`config.mk`:
```
export PLATFORM = sky130hd
export DESIGN_NAME = bp_stream_pump_in
export DESIGN_NICKNAME = d
export VERILOG_FILES = /design/src/rtl/bp_stream_pump_in.sv
export SDC_FILE = /design/constraint.sdc
export NUM_CORES = 1
export LEC_CHECK = 0
export ABC_AREA = 1
export ABC_CLOCK_PERIOD_IN_PS = 2670
export CAP_MARGIN = 20
export CORE_AREA = 2 2 112 114
export CTS_BUF_LIST = sky130_fd_sc_hd__clkbuf_16
export CTS_CLUSTER_DIAMETER = 40
export DETAILED_ROUTE_END_ITERATION = 10
export DIE_AREA = 0 0 114 116
export PLACE_DENSITY = 0.66
export SLEW_MARGIN = 0
export SYNTH_ARGS = -nofsm -noshare
export SYNTH_HDL_FRONTEND = slang
export SYNTH_SLANG_ARGS = --single-unit
```
`constraint.sdc`:
```
create_clock -name clk_i -period 2.67 [get_ports clk_i]
set_input_delay 0.534 -clock clk_i [delete_from_list [all_inputs] [get_ports clk_i]]
set_output_delay 0.534 -clock clk_i [all_outputs]
set_load 0.01 [all_outputs]
```
`src/rtl/bp_stream_pump_in.sv`:
```
// Receive-side BedRock stream pump.
// Payload messages arriving as several bus beats are handed to the FSM one-for-one.
// A non-payload message that covers several stream words arrives as a single bus beat.
// That beat is expanded into one FSM beat per stream word.
// Each FSM beat carries a word-aligned address and a beat index.
// Both wrap inside the size-aligned window that contains the request address.
//
// Header layout, LSB first:
//   msg_type[3:0], addr[paddr_width_p-1:0], size[2:0] (log2 bytes), payload.
module bp_stream_pump_in #(
  parameter int              paddr_width_p        = 40,
  parameter int              stream_data_width_p  = 64,
  parameter int              block_width_p        = 512,
  parameter int              mem_payload_width_p  = 8,
  parameter logic [15:0]     payload_mask_p       = '0,
  localparam int stream_words_lp        = block_width_p / stream_data_width_p,
  localparam int data_len_width_lp      = (stream_words_lp > 1) ? $clog2(stream_words_lp) : 1,
  localparam int stream_offset_width_lp = ((stream_data_width_p / 8) > 1) ? $clog2(stream_data_width_p / 8) : 1,
  localparam int xce_mem_msg_header_width_lp = mem_payload_width_p + 3 + paddr_width_p + 4
) (
  input  logic                                   clk_i,
  input  logic                                   reset_n_i,
  input  logic [xce_mem_msg_header_width_lp-1:0] mem_header_i,
  input  logic [stream_data_width_p-1:0]         mem_data_i,
  input  logic                                   mem_v_i,
  input  logic                                   mem_last_i,
  output logic                                   mem_ready_and_o,
  output logic [xce_mem_msg_header_width_lp-1:0] fsm_base_header_o,
  output logic [paddr_width_p-1:0]               fsm_addr_o,
  output logic [stream_data_width_p-1:0]         fsm_data_o,
  output logic                                   fsm_v_o,
  input  logic                                   fsm_ready_and_i,
  output logic [data_len_width_lp-1:0]           fsm_cnt_o,
  output logic                                   fsm_new_o,
  output logic                                   fsm_last_o
);

  localparam logic [3:0] off_lg_c = 4'(stream_offset_width_lp);
  localparam logic [3:0] max_lg_c = (stream_words_lp > 1) ? 4'(data_len_width_lp) : 4'd0;

  logic [3:0]                   msg_type;
  logic [paddr_width_p-1:0]     addr;
  logic [2:0]                   size;
  logic [3:0]                   num_lg;
  logic [data_len_width_lp-1:0] low_mask;
  logic [data_len_width_lp-1:0] first_cnt;
  logic [data_len_width_lp-1:0] last_cnt;
  logic [data_len_width_lp-1:0] cur_cnt;
  logic [data_len_width_lp-1:0] next_cnt;
  logic                         streaming;
  logic                         single;
  logic                         has_data;
  logic                         expand;
  logic                         is_last;
  logic                         fire;

  assign msg_type = mem_header_i[3:0];
  assign addr     = mem_header_i[4 +: paddr_width_p];
  assign size     = mem_header_i[4+paddr_width_p +: 3];
  assign has_data = payload_mask_p[msg_type];

  // Window geometry: log2 of the beat count, and the mask of count bits that wrap.
  always_comb begin
    num_lg = '0;
    if ({1'b0, size} > off_lg_c) num_lg = {1'b0, size} - off_lg_c;
    if (num_lg > max_lg_c) num_lg = max_lg_c;
    low_mask = '0;
    for (int i = 0; i < data_len_width_lp; i++) low_mask[i] = (4'(i) < num_lg);
  end

  assign single    = (num_lg == 4'd0);
  assign expand    = ~has_data & ~single;
  assign first_cnt = addr[stream_offset_width_lp +: data_len_width_lp];
  assign last_cnt  = (first_cnt & ~low_mask)
                   | ((first_cnt - (data_len_width_lp)'(1)) & low_mask);
  assign next_cnt  = (cur_cnt & ~low_mask)
                   | ((cur_cnt + (data_len_width_lp)'(1)) & low_mask);

  generate
    if (stream_words_lp > 1) begin : g_cnt
      logic [data_len_width_lp-1:0] cnt_r;
      logic                         streaming_r;

      // Beat counter: follows the FSM handshake and returns to idle on the final beat.
      always_ff @(posedge clk_i) begin
        if (!reset_n_i) begin
          cnt_r       <= '0;
          streaming_r <= 1'b0;
        end else if (fire) begin
          if (is_last) begin
            streaming_r <= 1'b0;
          end else begin
            cnt_r       <= next_cnt;
            streaming_r <= 1'b1;
          end
        end
      end

      assign streaming = streaming_r;
      assign cur_cnt   = streaming_r ? cnt_r : first_cnt;
    end else begin : g_no_cnt
      assign streaming = 1'b0;
      assign cur_cnt   = first_cnt;
    end
  endgenerate

  assign is_last = (cur_cnt == last_cnt) | single;
  assign fire    = fsm_v_o & fsm_ready_and_i;

  // Beat address: upper and byte-offset bits come from the header, and the word index from the counter.
  always_comb begin
    fsm_addr_o = addr;
    fsm_addr_o[stream_offset_width_lp +: data_len_width_lp] = cur_cnt;
  end

  assign fsm_base_header_o = mem_header_i;
  assign fsm_data_o        = mem_data_i;
  assign fsm_v_o           = mem_v_i;
  assign fsm_cnt_o         = cur_cnt;
  assign fsm_new_o         = fsm_v_o & ~streaming;
  assign fsm_last_o        = fsm_v_o & is_last;
  // An expanded bus beat stays on the bus until its final FSM beat has been taken.
  assign mem_ready_and_o   = fsm_ready_and_i & mem_v_i & (expand ? is_last : 1'b1);

  // Check that the bus framing agrees with the beat count derived from size and address.
  always_ff @(posedge clk_i) begin
    if (reset_n_i && fire && !expand) begin
      assert (mem_last_i == is_last)
        else $error("bp_stream_pump_in: mem_last_i=%0b disagrees with computed last=%0b", mem_last_i, is_last);
    end
  end

endmodule

```
Yosys cells after proc, flatten, opt, wreduce, memory -nomap -nowiden
Memories as Yosys holds them, arrays and structs flattened. Index checks and enable logic that the tools add are counted.

Memories: 1. Logic and storage cells: 38. Bits in latches: 0. RAM bits: 0. Memory bits (read-only): 16. Output and inout port bits: 166. Bits in registers: 4.

Bitwise operators: 17. Order comparisons: 6. Equal/unequal tests: 1. Divide/modulo/power cells: 0. Shifts and indexed selects: 0. Reduce and logical (&&, ||, !) cells: 2. Add/subtract/negate cells: 3. Multiply operators: 0. Muxes and demuxes: 6.

Memories: (no name shown) (words 16, width 1, rd ports 1, clocked after memory_dff 0, wr ports 0, RTL line 60) `assign has_data = payload_mask_p[msg_type];`.

Operators with widths (number): 3-bit bitwise AND (4); 1-bit by 4-bit less-than comparator with 1-bit output (first input constant) (2); 4-bit two-way mux (2); 3-bit OR (2); 1-bit bitwise AND (5); 4-bit by 5-bit less-than comparator with 1-bit output (second input constant) (1); 4-bit by 2-bit greater-than comparator with 1-bit output (second input constant) (1); 4-bit zero test (1); 2-bit by 4-bit less-than comparator with 1-bit output (first input constant) (1); 1-bit inverter (4); 3-bit by 2-bit subtractor with 4-bit output (second input constant) (1); 3-bit by 1-bit adder with 3-bit output (second input constant) (1); 3-bit == test (1); 3-bit by 2-bit greater-than comparator with 1-bit output (second input constant) (1); 1-bit two-way mux (3); 3-bit two-way mux (1); 3-bit inverter (1); 3-bit by 1-bit subtractor with 3-bit output (second input constant) (1); 2-bit AND reduction (1); 1-bit OR (1).

Longest topological paths before layout
Gate-level depths: netlist of the first run.

Depth in word-level cells: 12. Mapped depth: 12.

Least setup slack after synthesis of the first run
No wires, ideal clock.

Kind: input to output. Start point: input mem_header_i[44]. End point: output fsm_last_o. Slack: 0.537 ns. Path buffers: 0. Arrival time: 1.599 ns. Stages: 9. Data required time: 2.136 ns. Cells stage by stage: ha_1 nand2_2 nand2_4 nand2_1 nand3_1 nand2_1 nand3_2 and2_4 nor2_1.

Longest elaborated chain between the ends: 11.

RTL lines: start, declared (RTL line 23) `input logic [xce_mem_msg_header_width_lp-1:0] mem_header_i,`; 3-bit by 2-bit subtractor with 4-bit output or 3-bit by 2-bit greater-than comparator with 1-bit output (tied branches) (RTL line 65) `if ({1'b0, size} > off_lg_c) num_lg = {1'b0, size} - off_lg_c;`; 4-bit two-way mux * (RTL line 65); 4-bit by 2-bit greater-than comparator with 1-bit output (RTL line 66) `if (num_lg > max_lg_c) num_lg = max_lg_c;`; 4-bit two-way mux * (RTL line 66); 1-bit by 4-bit less-than comparator with 1-bit output or 2-bit by 4-bit less-than comparator with 1-bit output (tied branches) (RTL line 68) `for (int i = 0; i < data_len_width_lp; i++) low_mask[i] = (4'(i) < num_lg);`; 3-bit inverter (RTL line 74) `assign last_cnt = (first_cnt & ~low_mask)`; 3-bit bitwise AND (RTL line 74); 3-bit OR (RTL line 75) `| ((first_cnt - (data_len_width_lp)'(1)) & low_mask);`; 3-bit == test (RTL line 107) `assign is_last = (cur_cnt == last_cnt) | single;`; 1-bit OR * (RTL line 107); 1-bit bitwise AND * (RTL line 121) `assign fsm_last_o = fsm_v_o & is_last;`; end, declared (RTL line 35) `output logic fsm_last_o`.

Mark *: on every way between the ends. The rest lies on a longest branch, timed or not.

Final worst setup path of the first run
Start point: input mem_header_i[9]. End point: output fsm_cnt_o[2].

Longest elaborated chain between the ends: 1.

RTL lines: 3-bit two-way mux (RTL line 100) `assign cur_cnt = streaming_r ? cnt_r : first_cnt;`; end, declared (RTL line 33) `output logic [data_len_width_lp-1:0] fsm_cnt_o,`.

No other way between the ends.

==> impl_metrics.toml, run 1 <==
[pwr]
ir_drop_mv = 0.08386
power_uw = 466.5
power_density_mw_per_mm2 = 419.4
leakage_uw = 0.0004956

[cts]
cts_max_level = 1
cts_hold_buffers = 0
cts_buffers = 3
clkLatencyLatePin_ns = 0.22
cts_sinks = 4
cts_tree = "built"
clk_path_buf_depth = 2
clk_pin_slew_ns = 0.03
cts_root_buf = "clkbuf_16"

[outcome]
status = "finished clean"

[worst_setup_path]
cp.required_ns = 2.14
endpoint_kind = "primary output"
arrival_ns = 1.95
crit_top_cell = "clkdlybuf4s50_1"
cp_slowest_cell = "clkdlybuf4s50_1"
crit_path_max_incr_delay_ns = 0.53
crit_chain = "clkdlybuf4s50_1 -> inv_1 -> o21ai_1 -> buf_4 -> clkdlybuf4s50_1"
startpoint_type = "input pin"
critPathMaxFanout = 3
crit_type = "in -> out"

[die]
die_area_sq_mm = 0.01322
initial_utilization_pct = 14.11
num_rows = 40
dieWidth_um = 114
die_h_um = 116
core_sq_mm = 0.01191
ios = 290

[sta]
setup_violations = 0
finalCriticalPeriod_ns = 2.484
relSlewSlack_pct = 73.43
holdWs_ns = 0.5360
worst_slew_pin_slew_ns = 0.3980
fmax_mhz = 402.7
finClkSkew_ns = 0.0003791
rsz0062_at_grt = "false"
hold_viol = 0
report.final.slew_viol_count = 0
fin_crit_sh_pct = 93.02

[synth]
ys_ff_latch = 4
synth_top_family_by_area = "buffers and inverters"
synth_xor_area_share_pct = 0.5212
syn-num-nets = 369
syn_area_sq_mm = 0.001680
synth-adder-area-share_pct = 2.234
synth_mux_area_share_pct = 0
synthSimpleGateAreaFrac_pct = 15.19
yosysSeqAreaShare_pct = 4.765
yosys_warnings = 0
synthCells = 242
synth_cell_types = 20
syn_avg_cell_area_sq_um = 6.944
synth_compound_area_share_pct = 1.787

[global_route]
grt_pass1_vias = 864
antenna_found_initial = 0
grtUsageTotal_pct = 5.570
grt_overflow = 0
grt_max_degree = 12
grt_pass1_wl_um = 5168

[job]
max_cap_violations = 0

[min_path]
worstHoldPathType = "reg -> reg"

[layout]
fillers = 1398
nNetsFinal = 253
drive_above_1_share_pct = 29.03
area_growth_pct = -33.80
antenna_cells = 0

[detailed_routing]
first_pass_iters = 4
dr_total_vias = 829
drtIter0Drc = 22
wl_per_cell_um = 14.18
drc = 0
drtAntennaViolNets = 0
routed_wl_um = 3842
vias_per_cell = 3.059

[placed_design]
routabilityCongestion = 0.6800
port_buffers = 25
hpwl_um = 3231
[per-stage QoR]
stage,area [sq um],TNS [ns],std cells,util (%),setup slack (ns)
6_report,1112,0,271,9.338,0.1865
3_3_place_gp,1007,-1.079,267,8.456,-0.4481
5_1_grt,1112,0,271,9.338,0.04047
3_5_place_dp,1007,-1.118,267,8.456,-0.4277
2_1_floorplan,1680,0,242,-,0.5371
4_1_cts,1074,0,270,9.013,0.003405
[cell usage after synthesis, drive strengths merged]
library cell,n,area [sq um]
nand3,10,60.06
dfxtp,4,80.08
ha,3,37.54
nand2,30,130.1
nand4,2,12.51
nor2,9,43.80
and2,1,8.760
buf,161,1212
o21ai,4,20.01
xor2,1,8.760
a21oi,2,10.01
inv,15,56.30
[worst max-delay path: cells and delay by family]
family | cells | cell delay [ns]
buffers and inverters | 4 | 1.26
AO/OA/AOI/OAI | 1 | 0.15
[kinds of logic after synthesis]
| group | count (synthesis) |
|---|---|
| AO/OA/AOI/OAI | 6 |
| XOR/XNOR | 1 |
| adder cells (fa/ha/maj) | 3 |
| buffers and inverters | 176 |
| flip-flops | 4 |
| AND/OR/NAND/NOR | 52 |
[registers in the layout, summed over array words and instances (netlist names)]
signal,flops
g_cnt.cnt_r,3
g_cnt.streaming_r,1
[cell usage in the layout, fill, tap and decap left out, drive strengths merged]
cell type and n:
a21oi 2, and2 1, buf 17, clkbuf 3
clkdlybuf4s50 18, dfxtp 4, dlygate4sd2 2, dlymetal6s2s 3
ha 3, inv 15, nand2 30, nand3 10
nand4 2, nor2 9, o21ai 4, xor2 1
[where the power goes]
group          internal [uW]  leakage, uW  switching (uW)
clock                    192    0.0000370            45.8
combinational           83.6     0.000426            75.6
sequential              64.6    0.0000328            5.23
[worst paths after layout]
kind | from | endpoint | slack (ns) | depth (start not counted)
max reg2reg | g_cnt.streaming_r$_SDFFE_PN0P_ | g_cnt.cnt_r[2]$_SDFFE_PN0P_ | 0.96 | 10
min | g_cnt.cnt_r[0]$_SDFFE_PN0P_ | g_cnt.cnt_r[0]$_SDFFE_PN0P_ | 0.54 | 4
min reg2reg | g_cnt.cnt_r[0]$_SDFFE_PN0P_ | g_cnt.cnt_r[0]$_SDFFE_PN0P_ | 0.54 | 4
max | mem_header_i[9] | fsm_cnt_o[2] | 0.19 | 5
[repair_timing]
action	CTS	global route
pin swaps	2	3
setup buffers	0	1
resized for setup	12	8
setup endpoints to repair	4	2
[final cells by class]
class                      instances  area (sq um)  share of cell area [%]
timing repair buffer              40         364.1                   32.73
tap                              147         183.9                   16.54
multi-input combinational         62         352.8                   31.72
inverter                          15         56.30                   5.062
sequential                         4         80.08                   7.199
clock buffer                       3         75.07                   6.749
[routing by layer]
metal  share of wire, %  GRT usage [%]
met2                 39          7.222
met5                  0              0
met1                 24          3.606
met4                 12          7.642
met3                 25          6.119
(Power assumes the default switching activity.)
==> run 2: changes to the inputs <==
Settings changed: TNS_END_PERCENT set to 5.
==> results of run 2 <==
No change in the layout: final DEF, timing and power equal those of run 1.
